File: config.mk
export PLATFORM = sky130hd
export DESIGN_NAME = framebuffer_write_scheduler_flat
export DESIGN_NICKNAME = d
export VERILOG_FILES = /design/src/rtl/fb_pkg.sv /design/src/rtl/framebuffer_write_scheduler_if.sv /design/src/rtl/fb_clear_scanner.sv /design/src/rtl/framebuffer_write_scheduler.sv /design/src/flat_wrapper.sv
export SDC_FILE = /design/constraint.sdc
export NUM_CORES = 1
export LEC_CHECK = 0
export BUFFER_PORTS_ARGS = -buffer_cell sky130_fd_sc_hd__buf_2
export CAP_MARGIN = 30
export CORE_ASPECT_RATIO = 0.75
export CORE_MARGIN = 4
export CORE_UTILIZATION = 59
export DETAILED_ROUTE_END_ITERATION = 10
export PLACE_DENSITY = 0.8
export SLEW_MARGIN = 20
export SYNTH_ARGS = -nofsm -noshare
export SYNTH_HDL_FRONTEND = slang
export SYNTH_SLANG_ARGS = --single-unit
File: constraint.sdc
create_clock -name clk -period 3.2 [get_ports clk]
set_input_delay 0.32 -clock clk [delete_from_list [all_inputs] [get_ports clk]]
set_output_delay 0.32 -clock clk [all_outputs]
set_load 0.01 [all_outputs]
File: src/rtl/fb_pkg.sv
// Shared constants, state encoding and brush helper for the frame buffer write scheduler.
// FB_BRUSH_3X3_EN selects the 3x3 brush; when it is undefined a single-cell brush is built.
package fb_pkg;

  localparam int FB_WIDTH  = 80;
  localparam int FB_HEIGHT = 60;
  localparam int X_W       = 7;
  localparam int Y_W       = 6;
  localparam int FB_CELLS  = FB_WIDTH * FB_HEIGHT;

`ifdef FB_BRUSH_3X3_EN
  localparam int BRUSH_R = 1;
`else
  localparam int BRUSH_R = 0;
`endif

  typedef enum logic [1:0] {
    IDLE  = 2'd0,
    DRAW  = 2'd1,
    CLEAR = 2'd2
  } fb_state_t;

  typedef logic signed [2:0] brush_off_t;

  localparam brush_off_t BRUSH_MIN = brush_off_t'(-BRUSH_R);
  localparam brush_off_t BRUSH_MAX = brush_off_t'(BRUSH_R);

  typedef struct packed {
    logic           en;
    logic [X_W-1:0] x;
    logic [Y_W-1:0] y;
    logic           data;
  } fb_wr_t;

  // One bit of headroom lets negative and past-the-edge targets be spotted by the sign bit.
  function automatic fb_wr_t brush_cell(input logic [X_W-1:0] cx, input logic [Y_W-1:0] cy,
                                        input brush_off_t dx, input brush_off_t dy,
                                        input logic colour);
    logic signed [X_W:0] tx;
    logic signed [Y_W:0] ty;
    fb_wr_t              w;
    tx     = $signed({1'b0, cx}) + $signed({{(X_W-2){dx[2]}}, dx});
    ty     = $signed({1'b0, cy}) + $signed({{(Y_W-2){dy[2]}}, dy});
    w.en   = !tx[X_W] && (tx[X_W-1:0] < X_W'(FB_WIDTH)) &&
             !ty[Y_W] && (ty[Y_W-1:0] < Y_W'(FB_HEIGHT));
    w.x    = tx[X_W-1:0];
    w.y    = ty[Y_W-1:0];
    w.data = colour;
    return w;
  endfunction

endpackage

File: src/rtl/framebuffer_write_scheduler_if.sv
// Stroke request, clear request and frame buffer write bus of the scheduler.
// The slave modport is the scheduler; the master modport is the requester/buffer side.
interface framebuffer_write_scheduler_if
  import fb_pkg::*;
();

  logic           draw_valid;
  logic           draw_ready;
  logic [X_W-1:0] draw_x;
  logic [Y_W-1:0] draw_y;
  logic           draw_colour;
  logic           clear_req;
  logic           clear_busy;
  logic           wr_en;
  logic [X_W-1:0] wr_x;
  logic [Y_W-1:0] wr_y;
  logic           wr_data;

  modport master (
    output draw_valid, draw_x, draw_y, draw_colour, clear_req,
    input  draw_ready, clear_busy, wr_en, wr_x, wr_y, wr_data
  );

  modport slave (
    input  draw_valid, draw_x, draw_y, draw_colour, clear_req,
    output draw_ready, clear_busy, wr_en, wr_x, wr_y, wr_data
  );

endinterface

File: src/rtl/fb_clear_scanner.sv
// Row-major cell counter for the whole-screen clear: (0,0), (1,0) .. (79,59).
// Holds the cell currently being written and offers the following cell and a last-cell flag.
module fb_clear_scanner
  import fb_pkg::*;
(
  input  logic           clk,
  input  logic           reset_n,
  input  logic           start,
  input  logic           advance,
  output logic [X_W-1:0] nxt_x,
  output logic [Y_W-1:0] nxt_y,
  output logic           last
);

  logic [X_W-1:0] x;
  logic [Y_W-1:0] y;
  logic           row_end;

  assign row_end = (x == X_W'(FB_WIDTH - 1));
  assign last    = row_end && (y == Y_W'(FB_HEIGHT - 1));
  assign nxt_x   = row_end ? '0 : x + X_W'(1);
  assign nxt_y   = row_end ? y + Y_W'(1) : y;

  always_ff @(posedge clk or negedge reset_n) begin
    if (!reset_n) begin
      x <= '0;
      y <= '0;
    end else if (start) begin
      x <= '0;
      y <= '0;
    end else if (advance) begin
      x <= nxt_x;
      y <= nxt_y;
    end
  end

endmodule

File: src/rtl/framebuffer_write_scheduler.sv
// Sole writer of the 80x60 frame buffer: arbitrates brush strokes against a whole-screen clear.
// Brush size follows FB_BRUSH_3X3_EN (3x3 when defined, single cell otherwise) via fb_pkg.
//
// state | meaning
// IDLE  | ready for a stroke unless a clear is pending
// DRAW  | one brush offset per cycle, out-of-screen cells suppressed
// CLEAR | row-major scan writing 0, one cell per cycle
module framebuffer_write_scheduler
  import fb_pkg::*;
(
  input  logic                         clk,
  input  logic                         reset_n,
  framebuffer_write_scheduler_if.slave bus
);

  fb_state_t      state, state_nxt;
  logic           clear_pending, pending_nxt;
  logic [X_W-1:0] sx;
  logic [Y_W-1:0] sy;
  logic           scol;
  brush_off_t     dx_c, dy_c, dx_step, dy_step;
  fb_wr_t         wr_q, wr_d;
  logic           draw_ready, accept, stroke_last;
  logic           scan_start, scan_advance, scan_last;
  logic [X_W-1:0] scan_nxt_x;
  logic [Y_W-1:0] scan_nxt_y;

  // A clear arriving alongside a stroke must win, so the raw pulse also closes the handshake.
  assign draw_ready   = (state == IDLE) && !clear_pending && !bus.clear_req;
  assign accept       = bus.draw_valid && draw_ready;
  assign stroke_last  = (dx_c == BRUSH_MAX) && (dy_c == BRUSH_MAX);
  assign scan_start   = (state != CLEAR) && (state_nxt == CLEAR);
  assign scan_advance = (state == CLEAR) && !scan_last;

  fb_clear_scanner u_scan (
    .clk     (clk),
    .reset_n (reset_n),
    .start   (scan_start),
    .advance (scan_advance),
    .nxt_x   (scan_nxt_x),
    .nxt_y   (scan_nxt_y),
    .last    (scan_last)
  );

  always_ff @(posedge clk or negedge reset_n) begin
    if (!reset_n) begin
      state         <= IDLE;
      clear_pending <= 1'b0;
    end else begin
      state         <= state_nxt;
      clear_pending <= pending_nxt;
    end
  end

  always_comb begin
    state_nxt   = state;
    pending_nxt = clear_pending | bus.clear_req;
    case (state)
      IDLE: begin
        if (clear_pending)  state_nxt = CLEAR;
        else if (accept)    state_nxt = DRAW;
      end
      DRAW: begin
        if (stroke_last)    state_nxt = clear_pending ? CLEAR : IDLE;
      end
      CLEAR: begin
        pending_nxt = !scan_last;
        if (scan_last)      state_nxt = IDLE;
      end
      default:              state_nxt = IDLE;
    endcase
  end

  // Dy is the outer loop, dx the inner one.
  always_comb begin
    dx_step = dx_c + brush_off_t'(1);
    dy_step = dy_c;
    if (dx_c == BRUSH_MAX) begin
      dx_step = BRUSH_MIN;
      dy_step = dy_c + brush_off_t'(1);
    end
  end

  // Computes the write for the coming cycle so every write output leaves a flop.
  always_comb begin
    wr_d = '0;
    case (state_nxt)
      DRAW: begin
        if (state == IDLE)
          wr_d = brush_cell(bus.draw_x, bus.draw_y, BRUSH_MIN, BRUSH_MIN, bus.draw_colour);
        else
          wr_d = brush_cell(sx, sy, dx_step, dy_step, scol);
      end
      CLEAR: begin
        wr_d.en = 1'b1;
        if (state == CLEAR) begin
          wr_d.x = scan_nxt_x;
          wr_d.y = scan_nxt_y;
        end
      end
      default: wr_d = '0;
    endcase
  end

  always_ff @(posedge clk or negedge reset_n) begin
    if (!reset_n) begin
      wr_q <= '0;
      sx   <= '0;
      sy   <= '0;
      scol <= 1'b0;
      dx_c <= '0;
      dy_c <= '0;
    end else begin
      wr_q <= wr_d;
      if (accept) begin
        sx   <= bus.draw_x;
        sy   <= bus.draw_y;
        scol <= bus.draw_colour;
      end
      if (state_nxt == DRAW) begin
        if (state == IDLE) begin
          dx_c <= BRUSH_MIN;
          dy_c <= BRUSH_MIN;
        end else begin
          dx_c <= dx_step;
          dy_c <= dy_step;
        end
      end
    end
  end

  assign bus.draw_ready = draw_ready;
  assign bus.clear_busy = clear_pending;
  assign bus.wr_en      = wr_q.en;
  assign bus.wr_x       = wr_q.x;
  assign bus.wr_y       = wr_q.y;
  assign bus.wr_data    = wr_q.data;

endmodule

File: src/flat_wrapper.sv
// flat-port wrapper written by rule: the top's interface ports become plain ports
module framebuffer_write_scheduler_flat import fb_pkg::*;
  (clk, reset_n, bus_draw_valid, bus_draw_x, bus_draw_y, bus_draw_colour, bus_clear_req, bus_draw_ready, bus_clear_busy, bus_wr_en, bus_wr_x, bus_wr_y, bus_wr_data);
  framebuffer_write_scheduler_if bus_i ();
  input  logic clk;
  input  logic reset_n;
  input wire logic [$bits(bus_i.draw_valid)-1:0] bus_draw_valid;
  input wire logic [$bits(bus_i.draw_x)-1:0] bus_draw_x;
  input wire logic [$bits(bus_i.draw_y)-1:0] bus_draw_y;
  input wire logic [$bits(bus_i.draw_colour)-1:0] bus_draw_colour;
  input wire logic [$bits(bus_i.clear_req)-1:0] bus_clear_req;
  output wire logic [$bits(bus_i.draw_ready)-1:0] bus_draw_ready;
  output wire logic [$bits(bus_i.clear_busy)-1:0] bus_clear_busy;
  output wire logic [$bits(bus_i.wr_en)-1:0] bus_wr_en;
  output wire logic [$bits(bus_i.wr_x)-1:0] bus_wr_x;
  output wire logic [$bits(bus_i.wr_y)-1:0] bus_wr_y;
  output wire logic [$bits(bus_i.wr_data)-1:0] bus_wr_data;
  assign bus_i.draw_valid = bus_draw_valid;
  assign bus_i.draw_x = bus_draw_x;
  assign bus_i.draw_y = bus_draw_y;
  assign bus_i.draw_colour = bus_draw_colour;
  assign bus_i.clear_req = bus_clear_req;
  assign bus_draw_ready = bus_i.draw_ready;
  assign bus_clear_busy = bus_i.clear_busy;
  assign bus_wr_en = bus_i.wr_en;
  assign bus_wr_x = bus_i.wr_x;
  assign bus_wr_y = bus_i.wr_y;
  assign bus_wr_data = bus_i.wr_data;
  framebuffer_write_scheduler u_core (.clk(clk), .reset_n(reset_n), .bus(bus_i));
endmodule
==> impl_metrics.yaml, run 1 <==
synthesis:
  synth_edf_count: 0
  synth_cell_types: 59
  synth_area_leader_cell: "dfrtp_1"
  yosysMostFrequentCell: "dfrtp_1"
  synthFlopType: "dfrtp_1"
  ys_async_sr_fraction_pct: 100
  synth_commonest_cells: "dfrtp_1 (51), nand2_1 (33), nor2_1 (32)"
  ys_seq_area_share_pct: 39.9
  yosys_warnings: 0
  avgSynthCellArea_um2: 9.55
  synth_area_leaders: "dfrtp_1 (40%), ha_1 (8.2%), mux2_2 (4.9%), o21ai_0 (4.2%), nand2_1 (3.9%)"
  netlist_area_um2: 3200
  syn_inst: 335
  synth_top_area_share_pct: 39.9
  syn_nets: 376
  ys_seq_elements: 51
power_and_ir_drop:
  ir_drop_uv: 470
  p_leak_nw: 1.80
  power_density_nw_per_um2: 514
  power_mw: 1.87
place:
  postPlaceCellArea_um2: 3470
  place_ws_ps: 133
  dp_hpwl_mm: 5.47
  gp_congestion: 0.884
  io_buffers: 34
routing:
  vias: 2646
  ant_nets: 0
  via_per_inst: 5.92
  drt_iter0_drc: 211
  wire_per_inst_um: 16.6
  drt-total-wl_mm: 7.42
  remaining_drc_errors: 0
  first_pass_iters: 5
setup_path:
  path_cells: "inv_1 -> ha_1 -> and2b_2 -> nand2_1 -> xnor2_2 -> inv_2 -> ha_1 -> inv_1 -> o31ai_2 -> a2111oi_4 -> o41ai_2 -> a31o_1 -> a221oi_2"
  cp_data_required_time_ps: 3380
  end_kind: "flip-flop"
  cp-start-kind: "flip-flop"
  crit_buf_inv: 3
  arrival_ps: 3150
  crit_fanout: 5
  cp_slowest_stage_delay_ps: 430
  critPathKind: "flip-flop to flip-flop"
  critPathTopFamily: "compound AO/OA/AOI/OAI gates"
  slowest_stage: "o41ai_2"
floorplanning:
  die_y_um: 71.8
  rows: 22
  die_area_um2: 6670
  coreArea_um2: 5060
  start_util_pct: 63.1
  die_w_um: 93.0
  boundaryPins: 35
sta:
  tightest_slew_ps: 628
  tns_ps: 0
  fin_skew_ps: 5.93
  finalSetupViolCount: 0
  fmax_mhz: 337
  rsz0062_at_grt: "no"
  maxSlewHeadroom_pct: 58.1
  finalMaxSlewViolations: 0
  fin_crit_ps: 2970
  fin_ws_ps: 230
  period_share_pct: 92.8
  hold_viol: 0
grt:
  track_usage_pct: 23.3
  antenna_found_initial: 0
  first_global_vias: 2596
  grt_max_degree: 30
  grt_pass1_wl_mm: 12.3
  overflow: 0
final_layout:
  final_layout_size_suffix_gt1_share_pct: 22.4
  antenna-diode-count: 0
  fin_area_um2: 3640
  finalNetCount: 415
  area_delta_synth_final_pct: 13.8
clock_tree:
  htree_num_levels: 2
  clk_pin_slew_ps: 100
  numClockSinks: 51
  cts_tree: "done"
  cts_buffers: 5
  cts_buffer_depth: 2
  clk_latency_ps: 310
  root_buffer: "clkbuf_8"
run_status:
  outcome: "finished, final reports clean"
worst_hold_path:
  hold_class: "input pin to flip-flop"
flow_run:
  max_cap_viol_count: 0
==> area by class of cell <==
type / instances / area, um2
multi-input cells: 252 / 1850
fillers: 411 / 1430
flip-flops and latches: 51 / 1280
repair buffers: 44 / 248
well taps: 72 / 90.1
clock buffers: 6 / 82.6
inverters: 20 / 75.1
clock inverters: 2 / 16.3
==> metal layers <==
metal,share of wire (%),track usage [%]
met5,0,0
met2,46,38.3
met4,2.8,8.46
met1,46,31.4
met3,5.3,3.78
==> power by group <==
group          switching (mW)  internal [mW]
Sequential              0.103          0.764
Combinational           0.345          0.256
Clock                   0.227          0.177
Total                   0.676           1.20
==> logic make-up after synthesis <==
| family | after synthesis | synth area share (%) |
|---|---|---|
| multiplexers | 18 | 6.22 |
| flip-flops | 51 | 39.9 |
| AO/OA/AOI/OAI | 92 | 19.8 |
| AND/OR/NAND/NOR | 100 | 15.5 |
| XOR/XNOR | 19 | 5.20 |
| adder cells (fa/ha/maj) | 23 | 9.47 |
| buffers and inverters | 32 | 3.95 |
==> cell usage in the layout, fill, tap and decap left out, types with 3 or more instances in the layout <==
cell | synthesis | layout
dfrtp_1 | 51 | 51
and3_1 | 4 | 4
o21ai_1 | 5 | 5
o22ai_1 | 5 | 5
o21bai_1 | 3 | 3
xnor2_1 | 9 | 8
a22oi_1 | 7 | 7
nand3_1 | 6 | 6
nor2_1 | 32 | 32
inv_1 | 20 | 19
xor2_1 | 10 | 10
mux2i_1 | 3 | 3
o21ai_0 | 27 | 27
a22o_1 | 4 | 4
mux2_2 | 14 | 14
buf_4 | 1 | 9
nand2b_1 | 4 | 4
buf_2 | 2 | 34
nor3_1 | 3 | 3
ha_1 | 21 | 20
a21oi_1 | 12 | 11
clkbuf_8 | 0 | 6
nand2_1 | 33 | 33
==> metrics by stage <==
stage / utilization, % / std cells / hold WS (ps)
final: 71.9 / 447 / 246
after global routing: 71.9 / 447 / 256
after CTS: 70.8 / 447 / 251
after detailed placement: 68.6 / 438 / 330
after global placement: 68.6 / 438 / 323
after floorplan: - / 335 / 24.4
==> flip-flops by register name (all words and copies together), names as in the netlist <==
| signal | flops |
|---|---|
| u_core.bus.clear_busy | 1 |
| u_core.bus.wr_data | 1 |
| u_core.bus.wr_en | 1 |
| u_core.bus.wr_x | 7 |
| u_core.bus.wr_y | 6 |
| u_core.dx_c | 3 |
| u_core.dy_c | 3 |
| u_core.scol | 1 |
| u_core.state | 2 |
| u_core.sx | 7 |
| u_core.sy | 6 |
| u_core.u_scan.x | 7 |
| u_core.u_scan.y | 6 |
==> worst paths after layout <==
| kind | start | to | slack, ps | cells past startpoint |
|---|---|---|---|---|
| worst max-delay path | u_core.dx_c[0] | u_core.bus.wr_en | 230 | 13 |
| max in group asynchronous | reset_n | u_core.sx[0] | 1900 | 3 |
| worst max register to register | u_core.dx_c[0] | u_core.bus.wr_en | 230 | 13 |
| worst min-delay path | bus_draw_y[1] | u_core.sy[1] | 250 | 2 |
| worst min register to register | u_core.scol | u_core.scol | 520 | 1 |
| min in group asynchronous | reset_n | u_core.sy[2] | 510 | 2 |
==> worst register-to-register path, cell delays in order (launching register included) <==
cell,delay [ps]
dfrtp_1,390
inv_1,90
ha_1,190
and2b_2,220
nand2_1,100
xnor2_2,160
inv_2,90
ha_1,390
inv_1,140
o31ai_2,350
a2111oi_4,70
o41ai_2,430
a31o_1,170
a221oi_2,60
==> timing repair <==
action,4_1_cts,5_1_grt
hold endpoints to repair,22,0
setup endpoints to repair,0,1
resized for setup,0,9
hold buffers,1,0
buffers inserted,0,0
Note: power is estimated with default switching activity, not from simulation.
==> inputs of run 2 (changes only) <==
--- a/config.mk
+++ b/config.mk
@@ -5,14 +5,16 @@
 export SDC_FILE = /design/constraint.sdc
 export NUM_CORES = 1
 export LEC_CHECK = 0
+export ABC_AREA = 0
 export BUFFER_PORTS_ARGS = -buffer_cell sky130_fd_sc_hd__buf_2
 export CAP_MARGIN = 30
 export CORE_ASPECT_RATIO = 0.75
 export CORE_MARGIN = 4
-export CORE_UTILIZATION = 59
+export CORE_UTILIZATION = 60
 export DETAILED_ROUTE_END_ITERATION = 10
-export PLACE_DENSITY = 0.8
+export PLACE_DENSITY = 0.81
 export SLEW_MARGIN = 20
 export SYNTH_ARGS = -nofsm -noshare
 export SYNTH_HDL_FRONTEND = slang
+export SYNTH_HIERARCHICAL = 1
 export SYNTH_SLANG_ARGS = --single-unit
==> run 2 against run 1 <==
Net effect:
- total power fell by 40%
- fmax rose by 0.17%
- critical path depth fell by 2
- via count rose by 8.2%
- die area rose by 5.5%
- area after synthesis rose by 7.9%
- clock skew rose by 3.7 ps
- sequential share of layout area fell by 1.6 points
- largest cell class unchanged
- non-clock buffer count rose by 2
- highest routed layer unchanged
==> impl_metrics.yaml, run 2 <==
clock_tree:
  cts_buffers: 5
  htree_num_levels: 2
  cts_buffer_depth: 2
  clk_pin_slew_ps: 90
  clk_latency_ps: 310
  numClockSinks: 51
  cts_tree: "done"
  root_buffer: "clkbuf_8"
  post_cts_buffers: 0
setup_path:
  r2r-start: "u_core/dx_c[0]"
  slowest_stage: "fa_1"
  crit_buf_inv: 1
  path_cells: "inv_1 -> ha_1 -> nor2b_1 -> xnor2_1 -> ha_1 -> fa_1 -> a211oi_1 -> nor2_1 -> o31ai_1 -> a22oi_1 -> nor2_1"
  critPathKind: "flip-flop to flip-flop"
  cp_slowest_stage_delay_ps: 420
  crit_start: "u_core/dx_c[0]"
  end_kind: "flip-flop"
  arrival_ps: 3200
  cp_data_required_time_ps: 3430
  cp-start-kind: "flip-flop"
  critPathTopFamily: "compound AO/OA/AOI/OAI gates"
  crit_fanout: 4
final_layout:
  antenna-diode-count: 0
  seqCellArea_um2: 1280
  n_fill_cell: 449
  multi_input_area_um2: 2020
  area_delta_synth_final_pct: 10.6
  fin_area_um2: 3820
  final_layout_size_suffix_gt1_share_pct: 19.8
  layout_commonest_cell: "dfrtp_1"
  final_cell_mix: "dfrtp_1 (51), nand2_1 (40), buf_2 (34), o21ai_0 (25), nor2_1 (22)"
  final_cells: 479
  finalNetCount: 444
run_status:
  outcome: "finished, final reports clean"
grt:
  antenna_found_initial: 0
  grt_max_degree: 43
  first_global_vias: 2665
  overflow: 0
  track_usage_pct: 23.6
  grt_pass1_wl_mm: 13.0
place:
  place_ws_ps: 296
  io_buffers: 34
  dp_hpwl_mm: 5.67
  postPlaceCellArea_um2: 3690
  dp.cells: 469
  gp_congestion: 0.942
floorplanning:
  boundaryPins: 35
  die_w_um: 95.6
  die_area_um2: 7040
  die_y_um: 73.7
  start_util_pct: 63.1
  rows: 23
  coreArea_um2: 5470
synthesis:
  yosys_warnings: 6
  synth.area.mux_share_pct: 6.64
  ys_seq_elements: 51
  synth_top_area_share_pct: 37.0
  yosys.area_share.simple_pct: 21.1
  avgSynthCellArea_um2: 9.38
  syn_nets: 409
  synth_cell_types: 62
  synth_commonest_cells: "dfrtp_1 (51), nand2_1 (40), o21ai_0 (25)"
  synth_area_leaders: "dfrtp_1 (37%), ha_1 (7.6%), nand2_1 (4.4%), o21ai_0 (3.6%), a21oi_1 (3.0%)"
  syn_inst: 368
  synth_xor_area_share_pct: 3.81
  ys_seq_area_share_pct: 37.0
  synth_area_leader_cell: "dfrtp_1"
  synth_adder_area_share_pct: 8.77
  synth_top_family_by_area: "simple AND/OR/NAND/NOR gates"
  synth-compound-area-share_pct: 18.1
  yosysMostFrequentCell: "dfrtp_1"
  netlist_area_um2: 3450
  ys_async_sr_fraction_pct: 100
  synth_edf_count: 0
  synthFlopType: "dfrtp_1"
routing:
  via_per_inst: 5.97
  wire_per_inst_um: 16.3
  drt-total-wl_mm: 7.81
  highest_layer: "met4"
  vias: 2862
  first_pass_iters: 4
  ant_nets: 0
  wl_met1_mm: 3.85
  dr_wl_met2_mm: 3.39
  drt_iter0_drc: 205
  routed-wl-met3_um: 488
  remaining_drc_errors: 0
power_and_ir_drop:
  p_leak_nw: 1.88
  power_density_nw_per_um2: 297
  power_mw: 1.13
  ir_drop_uv: 170
sta:
  fin_skew_ps: 9.62
  period_share_pct: 92.7
  tns_ps: 0
  maxSlewHeadroom_pct: 67.8
  fmax_mhz: 337
  rsz0062_at_grt: "no"
  tightest_slew_ps: 483
  finalMaxSlewViolations: 0
  fin_crit_ps: 2970
  fin_ws_ps: 235
  hold_viol: 0
  finalSetupViolCount: 0
worst_hold_path:
  hold_class: "input pin to flip-flop"
  worstHoldStart: "bus_draw_x[3]"
flow_run:
  max_cap_viol_count: 0
==> run 2: where the power goes <==
group	total (mW)	internal, mW	leakage [nW]	switching [mW]
Clock	0.408	0.198	0.0515	0.210
Sequential	0.656	0.651	0.650	0.00495
Combinational	0.0691	0.0301	1.18	0.0390
Total	1.13	0.878	1.88	0.254
==> run 2: cell families (layout without fill, tap and decap cells) <==
logic type | after synthesis | in the layout
XOR/XNOR | 15 | 15
multiplexers | 19 | 19
flip-flops | 51 | 51
adder cells (fa/ha/maj) | 23 | 23
buffers and inverters | 33 | 69
AND/OR/NAND/NOR | 132 | 132
AO/OA/AOI/OAI | 95 | 95
==> run 2: final cells by class <==
type	instances	share of cell area [%]
Clock buffer	8	2.62
Sequential cell	51	33.4
Tap cell	75	2.46
Timing Repair Buffer	46	7.21
Multi-Input combinational cell	284	52.8
Inverter	15	1.47
==> run 2: path summary, 6_finish.rpt <==
kind,end,cells after the start,slack (ps)
max in group asynchronous,u_core/bus.wr_x[2],3,2360
max,u_core/bus.wr_y[4],11,230
min reg2reg,u_core/sx[5],1,530
min in group asynchronous,u_core/u_scan/y[4],2,400
min,u_core/sx[3],2,250
max reg2reg,u_core/bus.wr_y[4],11,230
==> run 2: timing repair <==
item	4_1_cts	5_1_grt
hold buffers	0	1
hold endpoints to repair	0	8
gates resized for setup	0	0
==> run 2: worst reg2reg max path: cells and delay by family (launching register included) <==
kind	cells	cell delay, ps
adder cells (fa/ha/maj)	3	860
AND/OR/NAND/NOR	3	510
AO/OA/AOI/OAI	3	910
buffers and inverters	1	100
XOR/XNOR	1	110
flip-flops	1	390
==> run 2: through the flow <==
| stage | hold slack [ps] | util [%] |
|---|---|---|
| 4_1_cts | 178 | 69.3 |
| 5_1_grt | 242 | 69.8 |
| 3_5_place_dp | 496 | 67.4 |
| 2_1_floorplan | 24.4 | - |
| 3_3_place_gp | 502 | 67.4 |
| 6_report | 250 | 69.8 |
==> run 2: layer usage <==
metal | vias up | GRT usage, %
li1 | 1400 | -
met3 | 9 | 3.38
met4 | 0 | 5.52
met2 | 88 | 35.4
met5 | - | 0
met1 | 1365 | 36.2
==> inputs of run 3 (changes only) <==
--- a/config.mk
+++ b/config.mk
@@ -8,11 +8,13 @@
 export ABC_AREA = 0
 export BUFFER_PORTS_ARGS = -buffer_cell sky130_fd_sc_hd__buf_2
 export CAP_MARGIN = 30
+export CELL_PAD_IN_SITES_DETAIL_PLACEMENT = 1
+export CELL_PAD_IN_SITES_GLOBAL_PLACEMENT = 1
 export CORE_ASPECT_RATIO = 0.75
 export CORE_MARGIN = 4
-export CORE_UTILIZATION = 60
+export CORE_UTILIZATION = 46
 export DETAILED_ROUTE_END_ITERATION = 10
-export PLACE_DENSITY = 0.81
+export PLACE_DENSITY_LB_ADDON = 0.1
 export SLEW_MARGIN = 20
 export SYNTH_ARGS = -nofsm -noshare
 export SYNTH_HDL_FRONTEND = slang
==> run 3 against run 2 <==
Net effect:
- non-clock buffer count up 1
- worst hold slack worse by 240 ps
- total power is 6.5% higher
- final area grew 1.1%
- global-route usage shrank 1.9 points
- largest cell class unchanged
- clock-buffer cell count is 2 lower
- flip-flop and latch count unchanged
- first-iteration DRC count down 23%
- utilization is 17 points lower
- clock power increased by 18%
- critical path type unchanged
- combinational power down 2%
- critical endpoint is now u_core/bus.wr_en
==> impl_metrics.yaml, run 3 (synthesized netlist as in run 2, its figures left out) <==
grt:
  grt_max_degree: 27
  track_usage_pct: 21.7
  antenna_found_initial: 0
  first_global_vias: 2988
  grt_pass1_wl_mm: 15.4
  overflow: 0
clock_tree:
  cts_hold_buf: 0
  post_cts_resize_count: 0
  cts_tree: "done"
  root_buffer: "clkbuf_8"
  numClockSinks: 51
  clk_pin_slew_ps: 100
  htree_num_levels: 2
  cts_buffer_depth: 2
  post_cts_buffers: 0
  clk_latency_ps: 320
  cts_buffers: 5
setup_path:
  cp_data_required_time_ps: 3430
  crit_fanout: 9
  end_kind: "flip-flop"
  arrival_ps: 3220
  cp-start-kind: "flip-flop"
  crit_buf_inv: 2
  critPathKind: "flip-flop to flip-flop"
  slowest_stage: "ha_1"
  path_cells: "inv_1 -> ha_1 -> nor2_1 -> mux2i_1 -> inv_1 -> ha_1 -> nand2_1 -> a2111oi_2 -> o21ai_0 -> nor4b_2 -> o41ai_2"
  cp_slowest_stage_delay_ps: 490
  critPathTopFamily: "compound AO/OA/AOI/OAI gates"
place:
  dp.cells: 498
  gp_congestion: 0.881
  io_buffers: 34
  dp_hpwl_mm: 7.09
  place_ws_ps: 289
  postPlaceCellArea_um2: 3740
floorplanning:
  die_area_um2: 8970
  start_util_pct: 47.1
  rows: 27
  die_w_um: 108
  coreArea_um2: 7330
  boundaryPins: 35
  die_y_um: 83.0
sta:
  finalSetupViolCount: 0
  fin_crit_ps: 2990
  hold_viol: 0
  fmax_mhz: 335
  period_share_pct: 93.3
  fin_skew_ps: 13.4
  rsz0062_at_grt: "no"
  hold_ws_ps: 13.8
  tns_ps: 0
  finalMaxSlewViolations: 0
  tightest_slew_ps: 788
  fin_ws_ps: 213
  maxSlewHeadroom_pct: 47.2
power_and_ir_drop:
  swShare_pct: 22.8
  internal_power_mw: 0.931
  comb_power_share_pct: 5.6
  power_density_nw_per_um2: 312
  power.switching_mw: 0.275
  p_leak_nw: 1.89
  clockPowerShare_pct: 40.0
  ir_drop_uv: 205
  power_mw: 1.21
  p_seq_share_pct: 54.4
final_layout:
  final_layout_size_suffix_gt1_share_pct: 20.5
  final_cells: 506
  finalNetCount: 445
  n_fill_cell: 887
  fin_area_um2: 3860
  antenna-diode-count: 0
  fin_util_pct: 52.7
  area_delta_synth_final_pct: 11.9
  final_cell_mix: "dfrtp_1 (51), nand2_1 (40), buf_2 (34), o21ai_0 (25), nor2_1 (22)"
  layout_commonest_cell: "dfrtp_1"
routing:
  drt-total-wl_mm: 9.37
  wire_per_inst_um: 18.5
  remaining_drc_errors: 0
  first_pass_iters: 4
  vias: 2911
  drt_iter0_drc: 158
  via_per_inst: 5.75
  ant_nets: 0
run_status:
  outcome: "finished, final reports clean"
worst_hold_path:
  hold_class: "input pin to async pin"
flow_run:
  max_cap_viol_count: 0
==> run 3: worst paths after layout <==
path | from | endpoint | slack, ps | cells after the start
setup reg to reg | u_core/dx_c[0] | u_core/bus.wr_en | 210 | 11
min in group clk | bus_draw_x[1] | u_core/sx[1] | 240 | 2
max in group asynchronous | reset_n | u_core/state[0] | 2380 | 2
setup / recovery | u_core/dx_c[0] | u_core/bus.wr_en | 210 | 11
hold / removal | reset_n | u_core/dx_c[1] | 10 | 1
hold reg to reg | u_core/dy_c[0] | u_core/dy_c[0] | 530 | 1
==> run 3: layer usage <==
layer	global-route usage (%)	share of wire, %	up-vias
li1	-	-	1399
met5	0	0	-
met4	4.93	1.1	0
met3	4.27	4.3	12
met2	32.7	44	62
met1	32.2	51	1438
==> run 3: power groups by stage <==
stage               logic (mW)  registers, mW  clock network, mW
floorplan               0.0311          0.667                  0
detailed placement      0.0686          0.669                  0
global placement        0.0665          0.669                  0
CTS                     0.0689          0.656              0.500
finish                  0.0677          0.656              0.482
global route            0.0760          0.657              0.531
==> run 3: layout make-up <==
type                       count  area [um2]  area share [%]
inverter                      15        56.3            1.46
multi-input combinational    284        2020            52.2
clock inverter                 2        35.0           0.908
sequential                    51        1280            33.1
clock buffer                   6        82.6            2.14
tap                          101         126            3.27
timing repair buffer          47         268            6.94
